**src/rtl/vram_share_ctrl.sv**
```systemverilog
// vram_share_ctrl: shared video RAM arbiter and strobe sequencer for two CPUs; define VRAM_SHARE_RR_EN for round-robin ties, else CPU A wins ties
module vram_share_ctrl #(
    parameter int ACCESS_CYCLES = 2
) (
    input  logic       clk,
    input  logic       reset,
    input  logic       a_req,
    input  logic       a_rd_n,
    input  logic       a_wr_n,
    input  logic [7:0] a_dout,
    output logic [7:0] a_din,
    output logic       a_wait_n,
    input  logic       b_req,
    input  logic       b_rd_n,
    input  logic       b_wr_n,
    input  logic [7:0] b_dout,
    output logic [7:0] b_din,
    output logic       b_wait_n,
    output logic       ab_sel,
    input  logic [7:0] ram_din,
    output logic [7:0] ram_dout,
    output logic       ram_we_n,
    output logic       ram_oe_n,
    output logic       busy
);
    typedef enum logic [1:0] {IDLE, ACC, DONE} state_t;
    state_t state;
    logic owner, op_wr, a_qreq, b_qreq, win, win_wr;
    logic [3:0] cnt;
`ifdef VRAM_SHARE_RR_EN
    logic last_owner;
`endif
    always_comb begin
        a_qreq = a_req & (~a_rd_n | ~a_wr_n);
        b_qreq = b_req & (~b_rd_n | ~b_wr_n);
`ifdef VRAM_SHARE_RR_EN
        win = (a_qreq & b_qreq) ? ~last_owner : ~a_qreq;
`else
        win = ~a_qreq;
`endif
        win_wr = win ? (~b_wr_n & b_rd_n) : (~a_wr_n & a_rd_n);
        busy = state != IDLE;
        a_wait_n = reset | ~a_req | (state == DONE & ~owner);
        b_wait_n = reset | ~b_req | (state == DONE & owner);
    end
    always_ff @(posedge clk) begin
        if (reset) begin
            state    <= IDLE;
            ab_sel   <= 1'b0;
            owner    <= 1'b0;
            op_wr    <= 1'b0;
            cnt      <= '0;
            ram_we_n <= 1'b1;
            ram_oe_n <= 1'b1;
            ram_dout <= '0;
            a_din    <= '0;
            b_din    <= '0;
`ifdef VRAM_SHARE_RR_EN
            last_owner <= 1'b1;
`endif
        end else begin
            case (state)
                IDLE: if (a_qreq | b_qreq) begin
                    ab_sel   <= win;
                    owner    <= win;
                    op_wr    <= win_wr;
                    ram_dout <= win ? b_dout : a_dout;
                    cnt      <= 4'(ACCESS_CYCLES - 1);
                    ram_we_n <= ~win_wr;
                    ram_oe_n <= win_wr;
                    state    <= ACC;
                end
                ACC: if (cnt == '0) begin
                    if (!op_wr) begin
                        if (owner) b_din <= ram_din;
                        else a_din <= ram_din;
                    end
                    ram_we_n <= 1'b1;
                    ram_oe_n <= 1'b1;
                    state    <= DONE;
                end else begin
                    cnt <= cnt - 4'd1;
                end
                DONE: if (!(owner ? b_req : a_req)) begin
`ifdef VRAM_SHARE_RR_EN
                    last_owner <= owner;
`endif
                    state <= IDLE;
                end
                default: state <= IDLE;
            endcase
        end
    end
endmodule

```
**config.mk**
```make
export PLATFORM = sky130hd
export DESIGN_NAME = vram_share_ctrl
export DESIGN_NICKNAME = d
export VERILOG_FILES = /design/src/rtl/vram_share_ctrl.sv
export SDC_FILE = /design/constraint.sdc
export NUM_CORES = 1
export LEC_CHECK = 0
export BUFFER_PORTS_ARGS = -buffer_cell sky130_fd_sc_hd__buf_2
export CAP_MARGIN = 10
export CORE_MARGIN = 5
export CORE_UTILIZATION = 43
export CTS_BUF_LIST = sky130_fd_sc_hd__clkbuf_16
export DETAILED_ROUTE_END_ITERATION = 10
export PLACE_DENSITY = 0.84
export SLEW_MARGIN = 25
export SYNTH_ARGS = -nofsm -noshare
export SYNTH_HDL_FRONTEND = slang
export SYNTH_SLANG_ARGS = --single-unit
```
**constraint.sdc**
```tcl
create_clock -name clk -period 1.38 [get_ports clk]
set_input_delay 0.207 -clock clk [delete_from_list [all_inputs] [get_ports clk]]
set_output_delay 0.207 -clock clk [all_outputs]
set_load 0.005 [all_outputs]
```
-- After elaboration in Yosys (flattened, before gate mapping)
Index checks and enable logic that the tools add are counted.
Widths: inputs -> output; s select.
- output and inout port bits: 30
- register bits: 34
- logic and storage cells: 64
- input port bits: 32
- reductions and logical operators: 10
- bitwise operators: 23
- eq/ne operators: 6
- multiplexer cells: 15
- add/sub/neg operators: 1
- operator list (operator ; number):
    $not 1->1 ; 10
    $reduce_and 3->1 ; 3
    $mux 4 ; 2
    $mux 8 ; 1
    $ne 2x2->1 const B ; 4
    $pmux 4 s2 ; 1
    $reduce_and 4->1 ; 2
    $or 1x1->1 ; 7
    $and 1x1->1 ; 6
    $mux 2 ; 3
    $pmux 2 s3 ; 1
    $mux 1 ; 5
    $logic_not 4->1 ; 1
    $pmux 1 s2 ; 2
    $reduce_bool 2->1 ; 2
    $sub 4x1->4 const B ; 1
    $eq 2x1->1 const B ; 1
    $eq 2x2->1 const B ; 1
    $logic_not 2->1 ; 1
    $reduce_and 2->1 ; 1

-- Logic depth before layout (Yosys ltp)
Gate-level depths: netlist of the first run.
- depth in word-level cells: 7
- depth in mapped cells: 7
- gate-level depth less buffers: 6

-- Worst setup path after synthesis of the first run
OpenSTA, ideal clock, no wires.
- kind: reg2reg
- start point: register cnt[0]
- end point: register b_din[1]
- cell stages (with the launch flop): 8
- arrival time: 1.328 ns
- library setup time: 0.128 ns
- clock period less this slack: 1.456 ns
- path slack: -0.076 ns
- buffers on the path: 1
- required time: 1.252 ns
- cell sequence: dfxtp_1 > inv_1 > ha_1 > nor3b_4 > nand4b_1 > buf_6 > mux2i_1 > nor2_1
- word-level cells in the longest chain between the ends: 2
- ends and longest elaborated chain (item ; line ; text):
    from (decl) ; 29 ; logic [3:0] cnt;
    from (signal assigned) ; 68 ; cnt <= 4'(ACCESS_CYCLES - 1);
    from (signal assigned) ; 82 ; cnt <= cnt - 4'd1;
    $logic_not 4->1 ; 73 ; ACC: if (cnt == '0) begin
    $reduce_and 4->1 (no source line) ; n/a ;
    to (signal assigned) ; 75 ; if (owner) b_din <= ram_din;
    to (decl) ; 17 ; output logic [7:0] b_din,
No other way between the ends.
A chain may end at the register's enable or synchronous reset.

-- Worst setup path in the final report of the first run
- start point: register cnt[0]
- end point: register b_din[5]
Same word-level chain as after synthesis.

==> results of run 1 <==
-- worst max path at each step --
stage | end | slack (ps) | cells after the start
4_1_cts | b_din[5]$_SDFFE_PP0P_ | -60 | 7
2_1_floorplan | b_din[1]$_SDFFE_PP0P_ | -4 | 7
5_1_grt | b_din[5]$_SDFFE_PP0P_ | -120 | 7
6_report | b_din[5]$_SDFFE_PP0P_ | -60 | 7
3_5_place_dp | cnt[0]$_SDFFE_PP0P_ | -80 | 7
3_3_place_gp | cnt[0]$_SDFFE_PP0P_ | -30 | 7
-- cells in the final DEF, fill, tap and decap left out, drive strengths merged, types with 2 or more instances in the layout --
cell    netlist  layout
buf           5      81
dfxtp        34      34
nor2         30      30
mux2i        24      24
a211oi       12      12
nand2         7       7
clkbuf        3       5
inv           5       5
a21oi         4       4
nor3          4       4
a21boi        2       2
nand2b        2       2
a21o          2       2
mux2          2       2
nand4b        2       2
clkinv        0       2
nand3         2       2
and2b         2       2
-- critical path, cell delays in order (launching register included) --
cell and delay, ps:
dfxtp_2 320, inv_2 60, ha_4 130, nor3b_4 200, nand4b_1 180, buf_12 200
mux2i_2 190, nor2_1 50
-- cell families (layout without fill, tap and decap cells) --
group | count (synthesis) | in the layout | synth area share (%)
AO/OA/AOI/OAI | 26 | 26 | 15.28
adder cells (fa/ha/maj) | 1 | 1 | 0.8129
buffers and inverters | 13 | 93 | 4.309
flip-flops | 34 | 34 | 44.23
multiplexers | 26 | 26 | 17.07
AND/OR/NAND/NOR | 53 | 53 | 18.29
-- registers in the layout, indices dropped and copies added (netlist names) --
signal / cells
ram_dout: 8
ram_we_n: 1
cnt: 4
op_wr: 1
state: 2
a_din: 8
b_din: 8
ram_oe_n: 1
owner: 1
-- layer usage --
layer	wire length [um]	vias up	GRT usage, %	share of wire, %
met2	1833	28	24.55	52
li1	-	693	-	-
met1	1422	635	16.23	41
met3	188	6	5.507	5.4
met5	0	-	0	0
met4	57	0	6.170	1.6
-- area by class of cell --
| cell class | count | area share [%] |
|---|---|---|
| timing repair buffer | 81 | 21.97 |
| multi-input combinational | 106 | 37.63 |
| tap | 46 | 2.592 |
| clock buffer | 5 | 5.634 |
| sequential | 34 | 30.87 |
| clock inverter | 2 | 0.4507 |
| inverter | 5 | 0.8451 |
-- synthesized netlist by cell type, drive strengths merged --
master	count
nand2	7
a31oi	1
nor4	1
o311ai	1
a21o	2
nand2b	2
a21boi	2
nand3b	1
a211oi	12
buf	5
ha	1
nor3b	1
a22oi	1
mux2	2
clkbuf	3
dfxtp	34
o21ai	1
inv	5
nor2b	1
mux2i	24
nor2	30
and2b	2
nand4b	2
nand3	2
a21oi	4
o31ai	1
nor3	4
o21a	1
-- stage by stage --
| stage | power, uW | TNS, ps |
|---|---|---|
| after floorplan | 1625 | -30.76 |
| after detailed placement | 1938 | -224.4 |
| after CTS | 2990 | -317.1 |
| after global placement | 1908 | -55.26 |
| after global routing | 3151 | -1320 |
| final | 2994 | -225.5 |
-- repair_timing --
action,4_1_cts,5_1_grt
gates resized for setup,3,12
setup endpoints to repair,19,30
buffers inserted,3,1
pin swaps,3,5
-- report_power, final --
group	internal [uW]	switching, uW	total, uW
sequential	1090	67.0	1160
clock	649	366	1020
combinational	438	385	822
total	2180	818	2990
==> results.py, run 1 <==
metrics = {
    "die": {
        "num_rows": 21,
        "io_pins": 62,
        "die_area_sq_um": 4876,
        "die_h_um": 69.83,
        "initial_utilization_pct": 45.40,
        "core_sq_um": 3390,
        "fp.dieW_um": 69.83,
    },
    "synth": {
        "synth_seq_area_share_pct": 44.23,
        "synth_fp_nets": 186,
        "synthTopCellsByArea": "dfxtp_1 (44%), mux2i_1 (16%), a211oi_2 (7.3%), nor2_1 (7.1%), nand2_1 (1.7%)",
        "synth_cells": 153,
        "synth_top_area_share_pct": 44.23,
        "synth_area_sq_um": 1539,
        "yosys_warnings": 0,
        "synth_area_per_cell_sq_um": 10.06,
        "synth.distinct_cells": 35,
        "synth.largest_area_cell": "dfxtp_1",
        "yosys_register_bits": 34,
    },
    "clock_network": {
        "cts_buffers": 5,
        "cts_max_level": 2,
        "clockBufferDepth": 2,
        "cts-root-buf": "clkbuf_16",
        "cts_tree": "built",
        "hold_buffers": 0,
        "clock-sinks": 34,
        "clkSlewWorstSetupHoldPaths_ps": 50,
        "insertion_delay_ps": 270,
    },
    "sta": {
        "slew_headroom_pct": 74.97,
        "slew_violations": 0,
        "min_period_ps": 1439,
        "hold_viol": 0,
        "period_share_pct": 104.3,
        "timing.hold.ws_ps": 183.5,
        "finalSetupViolations": 11,
        "fmax_mhz": 694.9,
        "rsz0062_at_grt": "yes",
        "fin_skew_ps": 2.547,
        "postLayoutSetupSlackWorst_ps": -59.04,
        "worst_pin_slew_ps": 372.3,
    },
    "worst_hold_path": {
        "hold_path.startpoint": "ram_din[4]",
        "hold_depth": 3,
        "hp-class": "in -> reg",
        "worstHoldEndpoint": "b_din[4]$_SDFFE_PP0P_",
    },
    "power_and_ir_drop": {
        "ir_drop_uv": 637.7,
        "cellLeakagePower_uw": 0.001095,
        "power_density_nw_per_um2": 1348,
    },
    "grt": {
        "antenna_found_initial": 0,
        "overflow": 0,
        "grt_start_max_net_pins": 17,
        "grt_pass1_vias": 1312,
        "grtUsageTotal_pct": 14.54,
        "grt_pass1_wl_um": 5768,
    },
    "setup_path": {
        "required_ps": 1540,
        "r2r-end": "b_din[5]$_SDFFE_PP0P_",
        "cp-end-kind": "register",
        "worstPathArrival_ps": 1600,
        "ff2ff_path_depth": 7,
        "worst_r2r_startpoint": "cnt[0]$_SDFFE_PP0P_",
        "crit_fanout": 8,
        "crit_path_start": "cnt[0]$_SDFFE_PP0P_",
        "r2r_slack_ps": -60,
        "critPathKind": "reg -> reg",
        "cp-start-kind": "register",
    },
    "place": {
        "dp_cells": 268,
        "gp_congestion": 0.7992,
        "dpl_cell_area_sq_um": 2013,
        "post-place-ws_ps": -81.23,
        "dpl.hpwl_um": 2665,
        "port_buffers": 61,
    },
    "drt": {
        "post_drt_via_cell_ratio": 4.882,
        "drt_first_pass_iters": 4,
        "drtIter0Drc": 66,
        "drt-total-wl_um": 3502,
        "vias": 1362,
        "drcViolationCount": 0,
        "wire_per_inst_um": 12.55,
        "route.antenna.remaining_nets": 0,
    },
    "finish": {
        "utilization_pct": 65.52,
        "num_antenna_cells": 0,
        "fin_area_sq_um": 2221,
        "regArea_sq_um": 685.7,
        "final_cells": 279,
        "drive_above_1_share_pct": 51.50,
        "multi_input_area_sq_um": 835.8,
        "n_fill_cell": 266,
        "finish.net_count": 266,
        "syn2layout_area_growth_pct": 44.31,
    },
    "flow_run": {
        "maxCapViolCount": 0,
    },
    "run_status": {
        "violations": "setup timing",
        "status": "complete, but fails checks",
    },
}
(Power assumes the default switching activity.)
==> run 2: changes to the inputs <==
CORE_UTILIZATION = 45   (was 43)
CTS_BUF_LIST = unset   (was sky130_fd_sc_hd__clkbuf_16)
clock period = 1.6 ns   (was 1.38 ns; I/O delays follow)
==> run 2 against run 1 <==
- clock skew is 9.5 ps higher
- register-to-register slack better by 190 ps
- sequential share of layout area is 3.7 points higher
- wire length is 4.8% lower
- worst hold slack worse by 41 ps
- the flow now finishes without violations
- via count is 5.1% lower
- highest routed layer unchanged
- largest cell class unchanged
- final cell count is 4.7% lower
- sequential power is 14% lower
- utilization is 6.4 points lower
- die area is 3.8% lower
- critical path depth is 5 lower
==> results.py, run 2 (synthesis gave the netlist of run 1 again) <==
metrics = {
    "sta": {
        "min_period_ps": 1506,
        "fin_skew_ps": 12.08,
        "slew_headroom_pct": 79.05,
        "finalSetupViolations": 0,
        "timing.hold.ws_ps": 142.9,
        "rsz0062_at_grt": "yes",
        "worst_pin_slew_ps": 310.4,
        "postLayoutSetupSlackWorst_ps": 93.59,
        "slew_violations": 0,
        "fmax_mhz": 663.8,
        "hold_viol": 0,
        "period_share_pct": 94.15,
    },
    "drt": {
        "route.antenna.remaining_nets": 0,
        "drt_first_pass_iters": 4,
        "wire_per_inst_um": 12.53,
        "vias": 1293,
        "drcViolationCount": 0,
        "post_drt_via_cell_ratio": 4.861,
        "drt-total-wl_um": 3334,
        "drtIter0Drc": 39,
    },
    "power_and_ir_drop": {
        "p_int_uw": 1384,
        "power_density_nw_per_um2": 1023,
        "ir_drop_uv": 460.1,
        "cellLeakagePower_uw": 0.0009930,
        "p_comb_share_pct": 29.0,
        "swShare_pct": 31.41,
        "p_switching_uw": 633.9,
        "p_seq_share_pct": 49.4,
        "pwr-share-clk_pct": 21.6,
    },
    "clock_network": {
        "cts-root-buf": "clkbuf_4",
        "clkSlewWorstSetupHoldPaths_ps": 100,
        "insertion_delay_ps": 340,
        "cts_tree": "built",
        "cts_max_level": 2,
        "clock-sinks": 34,
        "hold_buffers": 0,
        "cts_buffers": 5,
        "clockBufferDepth": 2,
    },
    "setup_path": {
        "worstPathArrival_ps": 1270,
        "critPathMaxStageDelay_ps": 390,
        "required_ps": 1360,
        "cp-start-kind": "register",
        "cp_slowest_cell": "dfxtp_1",
        "path_cells": "o311ai_0 -> buf_2",
        "cp-end-kind": "primary output",
        "critPathKind": "reg -> out",
        "crit_fanout": 7,
    },
    "die": {
        "core_sq_um": 3337,
        "initial_utilization_pct": 46.12,
        "fp.dieW_um": 68.48,
        "die_h_um": 68.48,
        "io_pins": 62,
        "num_rows": 21,
        "die_area_sq_um": 4690,
    },
    "place": {
        "port_buffers": 61,
        "dpl.hpwl_um": 2559,
        "post-place-ws_ps": 31.91,
        "gp_congestion": 0.6830,
        "dpl_cell_area_sq_um": 1899,
    },
    "finish": {
        "multi_input_area_sq_um": 804.5,
        "fin_area_sq_um": 1973,
        "utilization_pct": 59.13,
        "layout_commonest_cell": "buf_2",
        "syn2layout_area_growth_pct": 28.21,
        "n_fill_cell": 305,
        "regArea_sq_um": 683.2,
        "drive_above_1_share_pct": 45.00,
        "final_cell_mix": "buf_2 (61), dfxtp_1 (32), nor2_1 (29), mux2i_1 (24), a211oi_2 (9)",
        "reg.largest.list": "a_din: 8 flops, b_din: 8 flops, ram_dout: 8 flops",
        "finish.net_count": 253,
        "num_antenna_cells": 0,
    },
    "grt": {
        "grt_start_max_net_pins": 17,
        "grt_pass1_vias": 1198,
        "grtUsageTotal_pct": 15.15,
        "grt_pass1_wl_um": 5230,
        "overflow": 0,
        "antenna_found_initial": 0,
    },
    "worst_hold_path": {
        "hp-class": "in -> reg",
    },
    "flow_run": {
        "maxCapViolCount": 0,
    },
    "run_status": {
        "status": "finished, final reports clean",
    },
}
run 2: changes by cell type in the layout (fill, tap and decap cells not counted), moves of 2 or more:
cell       previous run  this run
mux2i_1              22        24
buf_4                16         6
dfxtp_2               4         2
clkbuf_4              0         5
mux2i_2               2         0
nor2_4                2         0
clkbuf_16             5         0
dfxtp_1              30        32
buf_12                2         0
run 2: worst paths after layout:
kind,start,cells past startpoint,to,slack (ps)
max,state[0]$_SDFFE_PP0P_,2,a_wait_n,90
min,ram_din[3],3,a_din[3]$_SDFFE_PP0P_,140
max reg2reg,cnt[0]$_SDFFE_PP0P_,7,b_din[5]$_SDFFE_PP0P_,130
min reg2reg,cnt[0]$_SDFFE_PP0P_,1,cnt[0]$_SDFFE_PP0P_,480
run 2: routing by layer:
layer  up-vias  GRT usage (%)  wire, um
met4         0          6.948        51
met3         4          4.433       159
met2        25          26.10      1775
met5         -              0         0
li1        667              -         -
met1       597          17.00      1348
run 2: what timing repair did:
action / CTS / global route
endpoints found under the setup margin: 0 / 19
resized for setup: 0 / 7
buffers inserted: 0 / 1
run 2: critical path: cells and delay by family, from the launching register on:
kind | cells | cell delay (ps)
flip-flops | 1 | 390
buffers and inverters | 1 | 180
AO/OA/AOI/OAI | 1 | 360
run 2: stage by stage:
step           setup TNS (ps)  total power, uW  instances
2_1_floorplan               0             1390        153
3_3_place_gp                0             1559        258
3_5_place_dp                0             1575        258
4_1_cts                     0             2005        265
5_1_grt                -24.34             2141        266
6_report                    0             2018        266
run 2: cell type report:
class | count | share of cell area (%)
clock buffers | 5 | 1.902
repair buffers | 68 | 18.33
clock inverters | 2 | 0.5073
well taps | 46 | 2.917
multi-input cells | 106 | 40.77
inverters | 5 | 0.9512
flip-flops and latches | 34 | 34.62
run 2: power by group through the flow:
stage | Sequential, uW | Clock [uW] | Combinational (uW)
after detailed placement | 1010 | 0 | 561
after global routing | 1010 | 486 | 645
final | 997 | 435 | 586
after global placement | 1010 | 0 | 549
after floorplan | 1010 | 0 | 377
after CTS | 995 | 445 | 565
==> run 3: changes to the inputs <==
CORE_ASPECT_RATIO = 1.75   (was unset)
==> run 3 against run 2 <==
- fmax grew 1.8%
- combinational power up 1%
- worst hold slack better by 64 ps
- final cell count down 0.38%
- power grew 10%
- highest routed layer unchanged
- largest cell class unchanged
- sequential power about the same
- die area up 0.98%
==> results.py, run 3 (synthesis gave the netlist of run 1 again) <==
metrics = {
    "die": {
        "io_pins": 62,
        "num_rows": 28,
        "initial_utilization_pct": 46.24,
        "core_sq_um": 3328,
        "die_h_um": 87.36,
        "die_area_sq_um": 4735,
        "fp.dieW_um": 54.21,
    },
    "finish": {
        "utilization_pct": 61.32,
        "drive_above_1_share_pct": 44.09,
        "layout_commonest_cell": "buf_2",
        "finish.net_count": 252,
        "num_antenna_cells": 0,
        "syn2layout_area_growth_pct": 32.60,
        "reg.largest.list": "a_din: 8 flops, b_din: 8 flops, ram_dout: 8 flops",
        "final_cell_mix": "buf_2 (61), dfxtp_1 (33), nor2_1 (29), mux2i_1 (24), a211oi_2 (9)",
    },
    "place": {
        "port_buffers": 61,
        "dpl.hpwl_um": 2628,
        "gp_congestion": 0.7996,
    },
    "sta": {
        "slew_headroom_pct": 76.89,
        "period_share_pct": 92.46,
        "fin_skew_ps": 4.216,
        "min_period_ps": 1479,
        "final.setup.tns_ps": 0,
        "rsz0062_at_grt": "no",
        "fmax_mhz": 676.0,
        "finalSetupViolations": 0,
        "slew_violations": 0,
        "worst_pin_slew_ps": 343.7,
        "hold_viol": 0,
    },
    "grt": {
        "grt_start_max_net_pins": 20,
        "grt_pass1_vias": 1238,
        "overflow": 0,
        "grtUsageTotal_pct": 15.38,
        "antenna_found_initial": 0,
        "grt_pass1_wl_um": 5347,
    },
    "setup_path": {
        "cp-end-kind": "register",
        "worstPathArrival_ps": 1640,
        "critPathKind": "reg -> reg",
        "crit_buf_inv": 2,
        "path_cells": "inv_2 -> ha_4 -> nor3b_4 -> buf_4 -> nand3_4 -> mux2i_1 -> nor2_1",
        "crit_fanout": 8,
        "cp_slowest_cell": "dfxtp_2",
        "cp-start-kind": "register",
        "crit_family": "simple AND/OR/NAND/NOR gates",
        "required_ps": 1760,
        "critPathMaxStageDelay_ps": 350,
    },
    "drt": {
        "vias": 1325,
        "drcViolationCount": 0,
        "wire_per_inst_um": 12.69,
        "drt-total-wl_um": 3364,
        "route.antenna.remaining_nets": 0,
        "drtIter0Drc": 11,
        "drt_first_pass_iters": 3,
        "post_drt_via_cell_ratio": 5.000,
    },
    "clock_network": {
        "cts_setup_buffers": 0,
        "clkSlewWorstSetupHoldPaths_ps": 60,
        "cts_tree": "built",
        "cts_resized": 0,
        "cts_max_level": 2,
        "insertion_delay_ps": 280,
        "cts-root-buf": "clkbuf_8",
        "clock-sinks": 34,
        "cts_buffers": 5,
        "clockBufferDepth": 2,
        "hold_buffers": 0,
    },
    "power_and_ir_drop": {
        "ir_drop_uv": 723.6,
        "power_density_nw_per_um2": 1088,
        "cellLeakagePower_uw": 0.001019,
    },
    "run_status": {
        "status": "finished, final reports clean",
    },
    "worst_hold_path": {
        "hp-class": "in -> reg",
    },
    "flow_run": {
        "maxCapViolCount": 0,
    },
}
## run 3: cell count changes in the layout (fill, tap and decap cells not counted), sizes merged
| cell | previous run | this run |
|---|---|---|
| clkbuf | 5 | 7 |
| buf | 68 | 67 |
| clkinv | 2 | 1 |
## run 3: final timing paths
path / slack (ps) / start / cells after the start / to
worst max register to register: 120 / cnt[0]$_SDFFE_PP0P_ / 7 / a_din[6]$_SDFFE_PP0P_
worst min-delay path: 210 / ram_din[1] / 3 / a_din[1]$_SDFFE_PP0P_
worst max-delay path: 120 / cnt[0]$_SDFFE_PP0P_ / 7 / a_din[6]$_SDFFE_PP0P_
worst min register to register: 480 / cnt[0]$_SDFFE_PP0P_ / 1 / cnt[0]$_SDFFE_PP0P_
## run 3: metal layers
metal	vias up	GRT usage, %	share of wire, %
met1	612	15.74	38
met5	-	0	0
li1	666	-	-
met3	6	4.631	7.2
met2	41	27.26	53
met4	0	6.803	1.8
## run 3: final cells by class
cell class / count / area [sq um]
fillers: 305 / 1287
repair buffers: 67 / 387.9
clock buffers: 7 / 86.33
multi-input cells: 106 / 804.5
inverters: 5 / 18.77
flip-flops and latches: 34 / 681.9
well taps: 45 / 56.30
clock inverters: 1 / 5.005
## run 3: worst reg2reg max path, delay by kind of cell, from the launching register on
kind | cells | cell delay [ps]
multiplexers | 1 | 220
AND/OR/NAND/NOR | 3 | 430
flip-flops | 1 | 350
buffers and inverters | 2 | 230
adder cells (fa/ha/maj) | 1 | 140
## run 3: report_power, final
group	internal [uW]	total, uW	leakage [uW]	switching, uW
registers	935	995	0.000278	60.0
clock network	347	632	0.0000482	286
logic	301	593	0.000692	292
## run 3: stage by stage
| stage | power (uW) | setup WS (ps) | hold WS (ps) | instance area, sq um | std cells |
|---|---|---|---|---|---|
| after floorplan | 1390 | 144.1 | 383.9 | 1539 | 153 |
| final | 2221 | 120.6 | 206.5 | 2041 | 265 |
| after global placement | 1584 | 109.9 | 469.8 | 1936 | 257 |
| after detailed placement | 1603 | 23.34 | 473.3 | 1936 | 257 |
| after CTS | 2249 | 7.438 | 198.0 | 2027 | 265 |
| after global routing | 2371 | 31.53 | 201.3 | 2041 | 265 |
